==> config.mk <==
export PLATFORM = sky130hd
export DESIGN_NAME = logicnet_lut_layer_flat
export DESIGN_NICKNAME = d
export VERILOG_FILES = /design/src/rtl/logicnet_lut_if.sv /design/src/rtl/logicnet_lut_layer.sv /design/src/flat_wrapper.sv
export SDC_FILE = /design/constraint.sdc
export NUM_CORES = 2
export LEC_CHECK = 0
export CAP_MARGIN = 40
export CORE_ASPECT_RATIO = 1.2
export CORE_MARGIN = 2
export CORE_UTILIZATION = 35
export CTS_CLUSTER_DIAMETER = 150
export DETAILED_ROUTE_END_ITERATION = 10
export PLACE_DENSITY_LB_ADDON = 0.12
export SYNTH_ARGS = -nofsm -noshare
export SYNTH_HDL_FRONTEND = slang
export SYNTH_SLANG_ARGS = --single-unit
==> constraint.sdc <==
create_clock -name clk -period 5.36 [get_ports clk]
set_input_delay 1.072 -clock clk [delete_from_list [all_inputs] [get_ports clk]]
set_output_delay 1.072 -clock clk [all_outputs]
set_load 0.03 [all_outputs]
==> src/rtl/logicnet_lut_if.sv <==
// Handshake bundle for logicnet_lut_layer: table-load port, input vector stream
// and output vector stream. The DUT takes the slave side; the feeder takes master.
interface logicnet_lut_if #(
  parameter int NEURONS = 8,
  parameter int ADDR_W  = 6,
  parameter int OUT_W   = 2,
  parameter int CNT_W   = $clog2(NEURONS + 1)
);
  logic                      cfg_we;
  logic [CNT_W-1:0]          cfg_neuron;
  logic [ADDR_W-1:0]         cfg_addr;
  logic [OUT_W-1:0]          cfg_data;
  logic                      cfg_ready;
  logic                      s_valid;
  logic                      s_ready;
  logic [NEURONS*ADDR_W-1:0] s_data;
  logic                      m_valid;
  logic                      m_ready;
  logic [NEURONS*OUT_W-1:0]  m_data;

  modport master (
    output cfg_we, cfg_neuron, cfg_addr, cfg_data, s_valid, s_data, m_ready,
    input  cfg_ready, s_ready, m_valid, m_data
  );

  modport slave (
    input  cfg_we, cfg_neuron, cfg_addr, cfg_data, s_valid, s_data, m_ready,
    output cfg_ready, s_ready, m_valid, m_data
  );
endinterface

==> src/rtl/logicnet_lut_layer.sv <==
// Time-multiplexed LogicNet layer: one truth-table neuron evaluated per cycle from
// a runtime-loadable table RAM. Optional table parity check: LOGICNET_LUT_PARITY_EN.
module logicnet_lut_layer #(
  parameter int NEURONS = 8,
  parameter int ADDR_W  = 6,
  parameter int OUT_W   = 2,
  parameter int CNT_W   = $clog2(NEURONS + 1)
) (
  input  logic           clk,
  input  logic           rst,
  logicnet_lut_if.slave  bus,
  output logic           err
);

  localparam int DEPTH  = NEURONS << ADDR_W;
  localparam int MEM_AW = (DEPTH > 1) ? $clog2(DEPTH) : 1;
`ifdef LOGICNET_LUT_PARITY_EN
  localparam int WORD_W = OUT_W + 1;
`else
  localparam int WORD_W = OUT_W;
`endif

  typedef enum logic [1:0] {IDLE, EVAL, FLUSH, OUT} state_e;

  state_e                   state;
  logic [CNT_W-1:0]         cnt;
  logic                     rdy;
  logic                     m_vld;
  logic [ADDR_W-1:0]        in_p0 [NEURONS];
  logic [ADDR_W-1:0]        sel_addr;
  logic [MEM_AW-1:0]        wr_addr;
  logic [MEM_AW-1:0]        rd_addr;
  logic                     wr_en;
  logic                     rd_en;
  logic [WORD_W-1:0]        wr_word;
  logic [WORD_W-1:0]        mem [DEPTH];
  logic [WORD_W-1:0]        rdata_p1;
  logic [CNT_W-1:0]         idx_p1;
  logic                     vld_p1;
  logic [NEURONS*OUT_W-1:0] m_data_p2;

`ifdef LOGICNET_LUT_PARITY_EN
  function automatic logic par_bit(input logic [OUT_W-1:0] d);
    return ^d;
  endfunction

  assign wr_word = {par_bit(bus.cfg_data), bus.cfg_data};
`else
  assign wr_word = bus.cfg_data;
`endif

  assign bus.s_ready   = rdy;
  assign bus.cfg_ready = rdy;
  assign bus.m_valid   = m_vld;
  assign bus.m_data    = m_data_p2;

  // Out-of-range neuron indices would alias into low tables after truncation.
  assign wr_en   = bus.cfg_we && rdy && (bus.cfg_neuron < CNT_W'(NEURONS));
  assign rd_en   = (state == EVAL);
  assign wr_addr = MEM_AW'({bus.cfg_neuron, bus.cfg_addr});
  assign rd_addr = MEM_AW'({cnt, sel_addr});

  always_comb begin
    sel_addr = '0;
    for (int n = 0; n < NEURONS; n++)
      if (cnt == CNT_W'(n)) sel_addr = in_p0[n];
  end

  always_ff @(posedge clk or posedge rst) begin
    if (rst) begin
      state  <= IDLE;
      cnt    <= '0;
      rdy    <= 1'b1;
      m_vld  <= 1'b0;
      vld_p1 <= 1'b0;
    end else begin
      vld_p1 <= rd_en;
      case (state)
        IDLE: if (bus.s_valid) begin
          state <= EVAL;
          cnt   <= '0;
          rdy   <= 1'b0;
        end
        EVAL: begin
          cnt <= cnt + 1'b1;
          if (cnt == CNT_W'(NEURONS - 1)) state <= FLUSH;
        end
        FLUSH: begin
          state <= OUT;
          m_vld <= 1'b1;
        end
        OUT: if (bus.m_ready) begin
          state <= IDLE;
          cnt   <= '0;
          m_vld <= 1'b0;
          rdy   <= 1'b1;
        end
        default: state <= IDLE;
      endcase
    end
  end

  // p0: input vector capture, held until the next accept
  always_ff @(posedge clk) begin
    if (rdy && bus.s_valid)
      for (int n = 0; n < NEURONS; n++)
        in_p0[n] <= bus.s_data[n*ADDR_W +: ADDR_W];
  end

  // p1: table RAM, registered read; loads and evaluations never share a cycle
  always_ff @(posedge clk) begin
    if (wr_en) mem[wr_addr] <= wr_word;
    if (rd_en) begin
      rdata_p1 <= mem[rd_addr];
      idx_p1   <= cnt;
    end
  end

  // p2: land each neuron result into its output slice
  always_ff @(posedge clk or posedge rst) begin
    if (rst) begin
      m_data_p2 <= '0;
    end else if (vld_p1) begin
      for (int n = 0; n < NEURONS; n++)
        if (idx_p1 == CNT_W'(n)) m_data_p2[n*OUT_W +: OUT_W] <= rdata_p1[OUT_W-1:0];
    end
  end

`ifdef LOGICNET_LUT_PARITY_EN
  always_ff @(posedge clk or posedge rst) begin
    if (rst)                     err <= 1'b0;
    else if (vld_p1 && ^rdata_p1) err <= 1'b1;
  end
`else
  assign err = 1'b0;
`endif

endmodule

==> src/flat_wrapper.sv <==
// flat-port wrapper written by rule: the top's interface ports become plain ports
module logicnet_lut_layer_flat 
#(
  parameter int NEURONS = 8,
  parameter int ADDR_W  = 6,
  parameter int OUT_W   = 2,
  parameter int CNT_W   = $clog2(NEURONS + 1)
)
  (clk, rst, err, bus_cfg_we, bus_cfg_neuron, bus_cfg_addr, bus_cfg_data, bus_s_valid, bus_s_data, bus_m_ready, bus_cfg_ready, bus_s_ready, bus_m_valid, bus_m_data);
  logicnet_lut_if #(.NEURONS(NEURONS), .ADDR_W(ADDR_W), .OUT_W(OUT_W), .CNT_W(CNT_W)) bus_i ();
  input  logic clk;
  input  logic rst;
  output logic err;
  input wire logic [$bits(bus_i.cfg_we)-1:0] bus_cfg_we;
  input wire logic [$bits(bus_i.cfg_neuron)-1:0] bus_cfg_neuron;
  input wire logic [$bits(bus_i.cfg_addr)-1:0] bus_cfg_addr;
  input wire logic [$bits(bus_i.cfg_data)-1:0] bus_cfg_data;
  input wire logic [$bits(bus_i.s_valid)-1:0] bus_s_valid;
  input wire logic [$bits(bus_i.s_data)-1:0] bus_s_data;
  input wire logic [$bits(bus_i.m_ready)-1:0] bus_m_ready;
  output wire logic [$bits(bus_i.cfg_ready)-1:0] bus_cfg_ready;
  output wire logic [$bits(bus_i.s_ready)-1:0] bus_s_ready;
  output wire logic [$bits(bus_i.m_valid)-1:0] bus_m_valid;
  output wire logic [$bits(bus_i.m_data)-1:0] bus_m_data;
  assign bus_i.cfg_we = bus_cfg_we;
  assign bus_i.cfg_neuron = bus_cfg_neuron;
  assign bus_i.cfg_addr = bus_cfg_addr;
  assign bus_i.cfg_data = bus_cfg_data;
  assign bus_i.s_valid = bus_s_valid;
  assign bus_i.s_data = bus_s_data;
  assign bus_i.m_ready = bus_m_ready;
  assign bus_cfg_ready = bus_i.cfg_ready;
  assign bus_s_ready = bus_i.s_ready;
  assign bus_m_valid = bus_i.m_valid;
  assign bus_m_data = bus_i.m_data;
  logicnet_lut_layer #(.NEURONS(NEURONS), .ADDR_W(ADDR_W), .OUT_W(OUT_W), .CNT_W(CNT_W)) u_core (.clk(clk), .rst(rst), .bus(bus_i), .err(err));
endmodule
==> impl_metrics.env <==
export IMPL_status="finished, final reports clean"
export IMPL_post_cts_buffers=0
export IMPL_tightest_slew_ns=1.05
export IMPL_cts_resized_gates=0
export IMPL_wl_um=156000
export IMPL_power_density_nw_per_um2=633
export IMPL_dieArea_sq_um=136000
export IMPL_cpMaxStageDelayCell="nor4_1"
export IMPL_drc=0
export IMPL_dr_pass1_iters=5
export IMPL_grt_max_degree=190
export IMPL_clock_fmax_mhz=196
export IMPL_cp_common_cell="buf_4"
export IMPL_syn_num_nets=3994
export IMPL_cp_depth=15
export IMPL_drive_gt1_frac=0.0981
export IMPL_synth_cell_type_count=69
export IMPL_fin_crit_ns=5.09
export IMPL_cp_num_buf_inv=4
export IMPL_grt_overflow_total=0
export IMPL_grt_setup_unrepaired="false"
export IMPL_ioPinCount=85
export IMPL_slew_headroom=0.298
export IMPL_clockBufferDepth=3
export IMPL_grt_pass1_wl_um=226000
export IMPL_worstSetupPathType="reg -> reg"
export IMPL_grt_pass1_vias=32200
export IMPL_critPathMaxStageDelay_ns=0.71
export IMPL_start_kind="flop"
export IMPL_synthesis_area_sq_um=46600
export IMPL_cp_top_family="compound AO/OA/AOI/OAI gates"
export IMPL_core_area_sq_um=132000
export IMPL_ys_async_sr_fraction=0.0227
export IMPL_synth_warnings=0
export IMPL_finalHoldViolCount=0
export IMPL_holdBufCountCts=0
export IMPL_numCtsBuffers=115
export IMPL_ctsRootBufferMaster="clkbuf_16"
export IMPL_n_antenna_cell=0
export IMPL_ys_seq_elements=1103
export IMPL_vias=31900
export IMPL_synth_edf_count=1078
export IMPL_setup_tns_ns=0
export IMPL_antenna_found_initial=3
export IMPL_cp_cell_sequence="clkinv_1 -> ha_1 -> buf_4 -> nor2_1 -> buf_4 -> a21oi_1 -> a211oi_1 -> or2_2 -> buf_4 -> a311oi_1 -> a31oi_1 -> o311ai_0 -> nor4_1 -> a311o_1 -> a32oi_1"
export IMPL_maxCapViolCount=0
export IMPL_cts_tree="built"
export IMPL_synth_top_area_frac=0.695
export IMPL_drtIter0Drc=2883
export IMPL_crit_arrival_ns=5.55
export IMPL_fp_dieW_um=337
export IMPL_finalSetupViolCount=0
export IMPL_die_y_um=404
export IMPL_ys_flop_type="edfxtp_1"
export IMPL_ir_drop_mv=0.477
export IMPL_hold_path_depth=1
export IMPL_start_util=0.353
export IMPL_finalNetCount=4067
export IMPL_required_ns=5.82
export IMPL_end_kind="flop"
export IMPL_grt_total_usage=0.228
export IMPL_avgSynthCellArea_sq_um=11.9
export IMPL_num_rows=146
export IMPL_cts_clk_slew_worst_paths_ns=0.06
export IMPL_power_leakage_nw=17.7
export IMPL_final_util=0.408
export IMPL_clock_latency_ns=0.74
export IMPL_ys_seq_area_frac=0.708
export IMPL_place_congestion=0.827
export IMPL_place_detailed_hpwl_um=94500
export IMPL_wl_per_cell_um=26.7
export IMPL_synth_area_top_cells="edfxtp_1 (69%), nand2_1 (7.4%), nor2_1 (4.4%), nand3_1 (4.4%), a311oi_1 (1.5%)"
export IMPL_htree_levels=3
export IMPL_syn_inst=3921
export IMPL_numPortBuffers=83
export IMPL_preCtsSetupSlack_ns=0.382
export IMPL_clock_skew_ns=0.0249
export IMPL_maxSlewViolCount=0
export IMPL_area_growth_synth_to_final_pct=15.8
export IMPL_setup_slack_ns=0.268
export IMPL_crit_fanout=14
export IMPL_ant_nets=0
export IMPL_synth_top_cell_by_area="edfxtp_1"
export IMPL_vias_per_cell=5.45
export IMPL_reg2reg_depth=15
export IMPL_finalCritPeriodShare=0.950
export IMPL_min_path_type="reg -> reg"
export IMPL_whs_ns=0.504
export IMPL_clock_sinks=1103
-- worst reg2reg max path: stages, from the launching register on --
cell,delay (ns)
dfrtp_1,0.35
clkinv_1,0.28
ha_1,0.37
buf_4,0.19
nor2_1,0.11
buf_4,0.16
a21oi_1,0.06
a211oi_1,0.63
or2_2,0.51
buf_4,0.37
a311oi_1,0.09
a31oi_1,0.29
o311ai_0,0.25
nor4_1,0.71
a311o_1,0.33
a32oi_1,0.13
-- kinds of logic after synthesis --
| logic type | count (synthesis) | synth area share |
|---|---|---|
| multiplexers | 35 | 0.00854 |
| AND/OR/NAND/NOR | 2041 | 0.185 |
| other | 1 | 0.0000805 |
| flip-flops | 1103 | 0.708 |
| adder cells (fa/ha/maj) | 8 | 0.00215 |
| buffers and inverters | 326 | 0.0320 |
| AO/OA/AOI/OAI | 407 | 0.0637 |
-- layout make-up --
class / instances / area (sq um)
clock inverter: 65 / 577
inverter: 19 / 71.3
sequential: 1103 / 33000
tap: 1776 / 2220
timing repair buffer: 263 / 2750
fill: 12600 / 78200
multi-input combinational: 2492 / 12200
clock buffer: 144 / 3070
-- placed cells by master (no fill, tap or decap), types with 24 or more instances in the layout --
cell	instances
clkinv_1	28
clkbuf_1	25
clkdlybuf4s50_1	81
nor2_1	541
clkbuf_16	119
a211oi_1	83
o21ai_0	24
a21oi_1	60
a31oi_1	65
edfxtp_1	1078
buf_4	127
nand2_1	901
clkinv_2	24
and3_1	90
dfrtp_1	24
buf_12	42
a311oi_1	81
nand3_1	401
-- cell usage after synthesis (3+ instances only) --
cell	n
nor2_1	545
a311oi_1	81
a21oi_1	60
a32oi_1	13
o21a_1	3
mux2_2	18
o311ai_0	3
o21ai_0	24
o211ai_1	4
buf_2	116
buf_6	6
ha_1	8
nor2_2	3
nand2b_1	5
nor3_1	18
edfxtp_1	1078
nand3_1	405
a31oi_1	65
nor2b_1	8
and2_1	4
buf_1	28
mux2i_1	15
nand4_1	16
inv_1	18
a211o_1	3
o22ai_1	9
nand3b_1	6
o31ai_1	5
nor3b_1	10
nor4_1	4
a211oi_1	83
clkbuf_1	136
a41oi_1	7
nand2_1	916
and3_1	90
a221oi_1	13
dfrtp_1	24
o2111ai_1	3
a311o_1	7
buf_4	21
-- sequential cells by signal, summed over array words and instances, names as in the netlist, 2 cells and up --
register / flops
u_core.mem: 1024
u_core.in_p0: 48
u_core.bus.m_data: 16
u_core.cnt: 4
u_core.idx_p1: 4
u_core.rdata_p1: 2
u_core.state: 2
-- routing by layer --
| layer | share of wire | global-route usage |
|---|---|---|
| met5 | 0 | 0 |
| met4 | 0.023 | 0.0639 |
| met3 | 0.049 | 0.0246 |
| met2 | 0.50 | 0.392 |
| met1 | 0.43 | 0.305 |
-- power by group --
part           leakage (nW)  switching [W]  total [W]  internal (W)
Sequential             10.0       0.000119    0.00979       0.00967
Clock                  1.80        0.00338    0.00793       0.00455
Combinational          5.84         0.0113     0.0164       0.00508
-- through the flow --
step / cell area, sq um / power [W] / cells
after global placement: 50000 / 0.0265 / 5634
after floorplan: 46600 / 0.0194 / 3921
after CTS: 53900 / 0.0344 / 5862
after detailed placement: 50300 / 0.0265 / 5653
final: 53900 / 0.0341 / 5862
after global routing: 53900 / 0.0358 / 5862
-- path summary, 6_finish.rpt --
kind	slack [ns]	start	endpoint
worst max-delay path	0.27	u_core.cnt[0]	u_core.rdata_p1[1]
worst min-delay path	0.50	u_core.bus.m_data[9]	u_core.bus.m_data[9]
worst max register to register	0.27	u_core.cnt[0]	u_core.rdata_p1[1]
worst min register to register	0.50	u_core.bus.m_data[9]	u_core.bus.m_data[9]
max in group asynchronous	4.24	rst	u_core.bus.m_data[3]
min in group asynchronous	0.66	rst	u_core.bus.m_valid
No activity file was read; power rests on OpenSTA's default activity.
